[src/rtl/wb_stage.sv]
// Dual-issue writeback stage: registers the mem bundle, kills slots behind an
// exception, and owns LLbit/SC.W result rewrite. Optional macro: WB_TRACE_EN.
module wb_stage #(
  parameter int ISSUE_WIDTH = 2,
  parameter int DATA_W      = 32,
  parameter int REG_ADDR_W  = 5,
  parameter int CSR_ADDR_W  = 14
) (
  input  logic                             clk,
  input  logic                             rst_n,
  input  logic                             pause_mem,
  input  logic                             pause_wb,
  input  logic                             flush,
  input  logic                             llbit_clear,
  input  logic [ISSUE_WIDTH-1:0]           mem_valid,
  input  logic [ISSUE_WIDTH*32-1:0]        mem_pc,
  input  logic [ISSUE_WIDTH-1:0]           mem_is_exception,
  input  logic [ISSUE_WIDTH-1:0]           mem_reg_we,
  input  logic [ISSUE_WIDTH*REG_ADDR_W-1:0] mem_reg_waddr,
  input  logic [ISSUE_WIDTH*DATA_W-1:0]    mem_reg_wdata,
  input  logic [ISSUE_WIDTH-1:0]           mem_is_llw,
  input  logic [ISSUE_WIDTH-1:0]           mem_is_scw,
  input  logic [ISSUE_WIDTH-1:0]           mem_csr_we,
  input  logic [ISSUE_WIDTH*CSR_ADDR_W-1:0] mem_csr_waddr,
  input  logic [ISSUE_WIDTH*DATA_W-1:0]    mem_csr_wdata,
  output logic [ISSUE_WIDTH-1:0]           wb_valid,
  output logic [ISSUE_WIDTH*32-1:0]        wb_pc,
  output logic [ISSUE_WIDTH-1:0]           wb_reg_we,
  output logic [ISSUE_WIDTH*REG_ADDR_W-1:0] wb_reg_waddr,
  output logic [ISSUE_WIDTH*DATA_W-1:0]    wb_reg_wdata,
  output logic [ISSUE_WIDTH-1:0]           wb_csr_we,
  output logic [ISSUE_WIDTH*CSR_ADDR_W-1:0] wb_csr_waddr,
  output logic [ISSUE_WIDTH*DATA_W-1:0]    wb_csr_wdata,
  output logic                             llbit
`ifdef WB_TRACE_EN
  ,
  output logic [31:0]                      commit_cnt,
  output logic [REG_ADDR_W-1:0]            debug_wb_rf_wnum,
  output logic [DATA_W-1:0]                debug_wb_rf_wdata,
  output logic                             debug_wb_rf_we
`endif
);

  logic [ISSUE_WIDTH-1:0]        eff_valid;
  logic [ISSUE_WIDTH-1:0]        commit;
  logic [ISSUE_WIDTH-1:0]        nxt_reg_we;
  logic [ISSUE_WIDTH-1:0]        nxt_csr_we;
  logic [ISSUE_WIDTH*DATA_W-1:0] nxt_reg_wdata;
  logic                          llbit_nxt;
  logic [31:0]                   commit_num;
  logic                          capture;

  assign capture = ~flush & ~pause_wb & ~pause_mem;

  // Slots are walked oldest first so a younger slot sees the LLbit left by
  // an older one, and any excepting older slot kills everything behind it.
  always_comb begin
    logic kill_acc;
    logic ll;
    eff_valid     = '0;
    commit        = '0;
    nxt_reg_we    = '0;
    nxt_csr_we    = '0;
    nxt_reg_wdata = mem_reg_wdata;
    commit_num    = '0;
    kill_acc      = 1'b0;
    ll            = llbit;
    for (int unsigned i = 0; i < ISSUE_WIDTH; i++) begin
      eff_valid[i]  = mem_valid[i] & ~kill_acc;
      commit[i]     = eff_valid[i] & ~mem_is_exception[i];
      nxt_reg_we[i] = commit[i] & mem_reg_we[i] &
                      (mem_reg_waddr[i*REG_ADDR_W +: REG_ADDR_W] != '0);
      nxt_csr_we[i] = commit[i] & mem_csr_we[i];
      if (commit[i] && mem_is_scw[i]) begin
        nxt_reg_wdata[i*DATA_W +: DATA_W] = DATA_W'(ll);
      end
      if (commit[i] && mem_is_llw[i]) begin
        ll = 1'b1;
      end else if (commit[i] && mem_is_scw[i]) begin
        ll = 1'b0;
      end
      if (commit[i]) begin
        commit_num = commit_num + 32'd1;
      end
      kill_acc = kill_acc | (mem_valid[i] & mem_is_exception[i]);
    end
    llbit_nxt = ll;
  end

  always_ff @(posedge clk or negedge rst_n) begin
    if (!rst_n) begin
      wb_valid     <= '0;
      wb_pc        <= '0;
      wb_reg_we    <= '0;
      wb_reg_waddr <= '0;
      wb_reg_wdata <= '0;
      wb_csr_we    <= '0;
      wb_csr_waddr <= '0;
      wb_csr_wdata <= '0;
    end else if (flush) begin
      wb_valid  <= '0;
      wb_reg_we <= '0;
      wb_csr_we <= '0;
    end else if (pause_wb) begin
      wb_valid  <= wb_valid;
    end else if (pause_mem) begin
      wb_valid  <= '0;
      wb_reg_we <= '0;
      wb_csr_we <= '0;
    end else begin
      wb_valid     <= eff_valid;
      wb_pc        <= mem_pc;
      wb_reg_we    <= nxt_reg_we;
      wb_reg_waddr <= mem_reg_waddr;
      wb_reg_wdata <= nxt_reg_wdata;
      wb_csr_we    <= nxt_csr_we;
      wb_csr_waddr <= mem_csr_waddr;
      wb_csr_wdata <= mem_csr_wdata;
    end
  end

  always_ff @(posedge clk or negedge rst_n) begin
    if (!rst_n) begin
      llbit <= 1'b0;
    end else if (llbit_clear) begin
      llbit <= 1'b0;
    end else if (capture) begin
      llbit <= llbit_nxt;
    end
  end

`ifdef WB_TRACE_EN
  always_ff @(posedge clk or negedge rst_n) begin
    if (!rst_n) begin
      commit_cnt <= '0;
    end else if (capture) begin
      commit_cnt <= commit_cnt + commit_num;
    end
  end

  assign debug_wb_rf_wnum  = wb_reg_waddr[REG_ADDR_W-1:0];
  assign debug_wb_rf_wdata = wb_reg_wdata[DATA_W-1:0];
  assign debug_wb_rf_we    = wb_reg_we[0];
`else
  logic unused_commit;
  assign unused_commit = ^commit_num;
`endif

endmodule

[config.mk]
export PLATFORM = sky130hd
export DESIGN_NAME = wb_stage
export DESIGN_NICKNAME = d
export VERILOG_FILES = /design/src/rtl/wb_stage.sv
export SDC_FILE = /design/constraint.sdc
export NUM_CORES = 1
export LEC_CHECK = 0
export BUFFER_PORTS_ARGS = -buffer_cell sky130_fd_sc_hd__buf_4
export CORE_AREA = 3 3 189 191
export DETAILED_ROUTE_END_ITERATION = 8
export DIE_AREA = 0 0 192 194
export GPL_ROUTABILITY_DRIVEN = 0
export PLACE_DENSITY = 0.6
export SLEW_MARGIN = 20
export SYNTH_ARGS = -nofsm -noshare
export SYNTH_HDL_FRONTEND = slang
export SYNTH_SLANG_ARGS = --single-unit
[constraint.sdc]
create_clock -name clk -period 1.2 [get_ports clk]
set_clock_uncertainty 0.1 [all_clocks]
set_input_delay 0.12 -clock clk [delete_from_list [all_inputs] [get_ports clk]]
set_output_delay 0.12 -clock clk [all_outputs]
set_load 0.03 [all_outputs]
======== Yosys cells after proc, flatten, opt, wreduce, memory -nomap -nowiden ========
Index checks and enable logic that the tools add are counted.
cells by class
  equal/unequal tests ..................... 1
  reduce and logical (&&, ||, !) cells .... 8
  bitwise operators ....................... 18
  multiplexer cells ....................... 17
operator list
  cell                                            count
  2-to-1 mux 32 bit                               2
  2-to-1 mux 2 bit                                9
  AND 1 bit                                       12
  nonzero test 5 bit                              2
  2-to-1 mux 1 bit                                6
  NOT 1 bit                                       6
  logical AND 1 bit                               4
  AND reduction 3 bit                             1
  != test 2 x 1 -> 1 bit (second input constant)  1
  nonzero test 2 bit                              1
storage, ports and cells
  logic and storage cells ................. 53
  input bits .............................. 248
  output and inout port bits .............. 237
  bits in registers ....................... 237

======== Depth between registers and ports, before layout ========
  depth in word-level cells ............... 9
  depth in mapped cells ................... 6

======== Least setup slack after synthesis ========
Ideal clock, no wire load.
  path type ............................... in2reg
  from .................................... input port flush
  to ...................................... register wb_reg_wdata[59]
  path buffers ............................ 3
  stages on the path ...................... 6
  setup slack ............................. -0.062 ns
  arrival time ............................ 1.034 ns
  required time ........................... 0.972 ns
  cells stage by stage .................... or3_1 buf_6 buf_6 buf_2 nand2_1 o21ai_0
on the way
  longest elaborated chain between the ends .. 2
RTL lines
  item                           RTL line  RTL
  start, declared                13        input logic flush,
  NOT 1 bit (no line)            -
  AND reduction 3 bit (no line)  -
  end signal, assigned           115       wb_reg_wdata <= nxt_reg_wdata;
  end, declared                  30        output logic [ISSUE_WIDTH*DATA_W-1:0] wb_reg_wdata,
Every way passes these cells.
A chain may end at the register's enable or synchronous reset.

======== Worst setup path after layout ========
  from .................................... register wb_valid[0]
  to ...................................... output port wb_valid[0]
RTL lines
  item                    RTL line  RTL
  start, declared         26        output logic [ISSUE_WIDTH-1:0] wb_valid,
  start signal, assigned  105       wb_valid <= wb_valid;
  start signal, assigned  111       wb_valid <= eff_valid;
No word-level cell between the ends.

==> flow_summary.ini <==
[run_status]
outcome = complete, but fails checks
violations = negative setup slack

[power]
peakVddDrop_uv = 1090
power_frac_clock_pct = 29.5
p_leak_nw = 9.67
p_sw_share_pct = 32.2
pwr-share-seq_pct = 36.5
p_per_area_nw_per_um2 = 1510
internal-power_mw = 19.0
p_comb_share_pct = 34.0
p_sw_mw = 9.05

[final_layout]
final_common_cell = nand2_1
fin_util_pct = 54.1
fillers = 2750
area_delta_synth_final_pct = 106
layout_common_cells = nand2_1 (566), buf_4 (388), dlygate4sd3_1 (243)
n_antenna_cell = 0
post_route_cells_drive_above_1_share_pct = 37.9
final_nets = 2057
fin_cells = 2280

[sta]
final-setup-viol-count = 238
setup_tns_ns = -19.08
final_hold_viol_count = 0
slew_violations = 0
tightest_slew_ns = 0.913
period_share_pct = 111
max_clock_freq_mhz = 748
setup_ws_ns = -0.137
min_period_ns = 1.34
slew_headroom_pct = 39.0
rsz0062_at_grt = true

[floorplan]
ios = 485
die-area_um2 = 37200
initial_utilization_pct = 26.3
die_h_um = 194
design.core.area_um2 = 34300
fp.dieW_um = 192
rows = 68

[place]
hpwl_um = 23900
portBuffers = 484
dp_cells = 1895

[synthesis]
ys_ff_latch = 237
synth-compound-area-share_pct = 6.09
synth_top_family_by_area = simple AND/OR/NAND/NOR gates
netlist_instances = 949
yosysTopAreaCellShare_pct = 65.9
netlist_area_um2 = 9000
syn-mean-instance-area_um2 = 9.49
seq_area_frac_synth_pct = 65.9
synthAdderAreaFrac_pct = 0
yosysUniqueCellTypes = 29
ys_warn_count = 0
syn-num-nets = 1197
synthSimpleGateAreaFrac_pct = 24.6
synthXorXnorAreaFrac_pct = 0
synth.area.top_cells = dfrtp_1 (66%), nand2_1 (24%), a22o_1 (3.0%)
yosys.area.top_type = dfrtp_1
synthMuxAreaShare_pct = 0.111

[worst_hold_path]
hold_class = in -> reg

[setup_path]
path_cells = buf_6
crit_path_end_kind = primary output
crit_buf_inv = 1
required_ns = 0.98
critical_path.max_fanout = 2
cpMaxStageDelayCell = dfrtp_1
crit_arrival_ns = 1.12
cp-start-kind = flop
path_class = reg -> out
cpPeakStageDelay_ns = 0.43
cpLargestDelayFamily = flip-flops

[routing]
wire_per_inst_um = 16.6
dr.pass1.iters = 5
routed_wl_um = 37800
drc = 0
ant_nets = 0
vias_per_cell = 4.39
vias = 10000
drt-initial-drc-count = 372

[clocking]
cts_buffers = 27
clockBufferDepth = 3
insertion_delay_ns = 0.52
clock-sinks = 237
cts_tree = built
h-tree-depth = 1
clock-root-buffer = clkbuf_16
clkTransAtPathRegs_ns = 0.06

[global_routing]
grt_max_degree = 98
grt.total_usage_pct = 19.0
antenna_found_initial = 0
grt.overflow.total = 0
grt_pass1_wl_um = 57000
grt_pass1_vias = 10600

[run]
maxCapViolCount = 0
==> cells in the mapped netlist <==
cell and n:
and2_1 1, a22oi_1 1, a21oi_1 2, nor3b_2 1
buf_2 37, a22o_1 31, nor2b_1 1, nand2_1 566
o21ai_1 2, inv_1 1, clkbuf_1 8, and2b_1 1
nor3_2 1, nand3b_1 1, a22o_4 1, a21oi_4 1
a32o_1 2, mux2i_1 1, clkbuf_2 3, a21bo_2 1
buf_6 6, a31oi_1 1, nor2_1 2, or3_1 2
nand3_1 1, o2111ai_1 1, o21ai_0 34, dfrtp_1 237
or4_1 2
==> flip-flops by register name (all words and copies together), names as in the netlist <==
signal and cells:
wb_valid 2, llbit 1, wb_reg_wdata 64, wb_csr_wdata 64
wb_csr_waddr 28, wb_reg_we 2, wb_reg_waddr 10, wb_pc 64
wb_csr_we 2
==> final timing paths <==
check | start | endpoint | slack, ns | cells after the start
setup / recovery | wb_valid[0]$_DFFE_PN0P_ | wb_valid[0] | -0.14 | 1
hold / removal | pause_wb | wb_valid[1]$_DFFE_PN0P_ | 0.02 | 3
setup reg to reg | llbit$_DFFE_PN0P_ | llbit$_DFFE_PN0P_ | 0.03 | 4
hold reg to reg | wb_csr_wdata[21]$_DFFE_PN0P_ | wb_csr_wdata[21]$_DFFE_PN0P_ | 0.39 | 2
max in group asynchronous | rst_n | wb_csr_waddr[12]$_DFFE_PN0P_ | 0.06 | 3
min in group asynchronous | rst_n | wb_csr_wdata[24]$_DFFE_PN0P_ | 0.10 | 3
==> what timing repair did <==
action,CTS,global route
setup endpoints to repair,237,240
pin swaps,0,1
hold buffers,243,0
hold endpoints to repair,474,0
buffers inserted,41,56
gates resized for setup,237,3
==> area by class of cell <==
type | count | area [um2] | share of cell area (%)
Multi-Input combinational cell | 657 | 2810 | 15.1
Clock inverter | 6 | 105 | 0.567
Sequential cell | 237 | 5930 | 32.0
Tap cell | 455 | 569 | 3.07
Timing Repair Buffer | 885 | 8350 | 45.0
Inverter | 1 | 3.75 | 0.0202
Clock buffer | 39 | 781 | 4.21
==> kinds of logic (layout without fill, tap and decap cells) <==
family / count (synthesis) / in the layout
muxes: 1 / 1
DFF: 237 / 237
AOI/OAI and AO/OA: 77 / 77
and+or+nand+nor: 579 / 579
buffers and inverters: 55 / 931
==> power by group through the flow <==
stage	logic [mW]	registers, mW	clock network (mW)
floorplan	1.19	12.5	0
global placement	7.16	10.1	0
detailed placement	7.25	10.1	0
CTS	9.00	10.2	8.53
global route	10.1	10.4	8.82
finish	9.54	10.2	8.29
==> stage by stage <==
step / instance area (um2) / setup slack (ns) / power [mW] / hold slack, ns
2_1_floorplan: 9050 / -0.0363 / 13.7 / -0.276
3_3_place_gp: 13600 / -0.322 / 17.3 / -0.160
3_5_place_dp: 13600 / -0.330 / 17.3 / -0.161
4_1_cts: 18100 / -0.187 / 27.7 / -0.0433
5_1_grt: 18500 / -0.176 / 29.3 / 0.0206
6_report: 18500 / -0.137 / 28.1 / 0.0248
==> per-layer routing <==
layer | share of wire (%) | routed length [um] | vias to the layer above | track usage, %
met1 | 37 | 14100 | 4751 | 21.8
met4 | 4.2 | 1580 | 0 | 7.26
met2 | 51 | 19200 | 475 | 34.0
li1 | - | - | 4682 | -
met5 | 0 | 0 | - | 0
met3 | 7.8 | 2940 | 109 | 4.39
(Power assumes the default switching activity.)
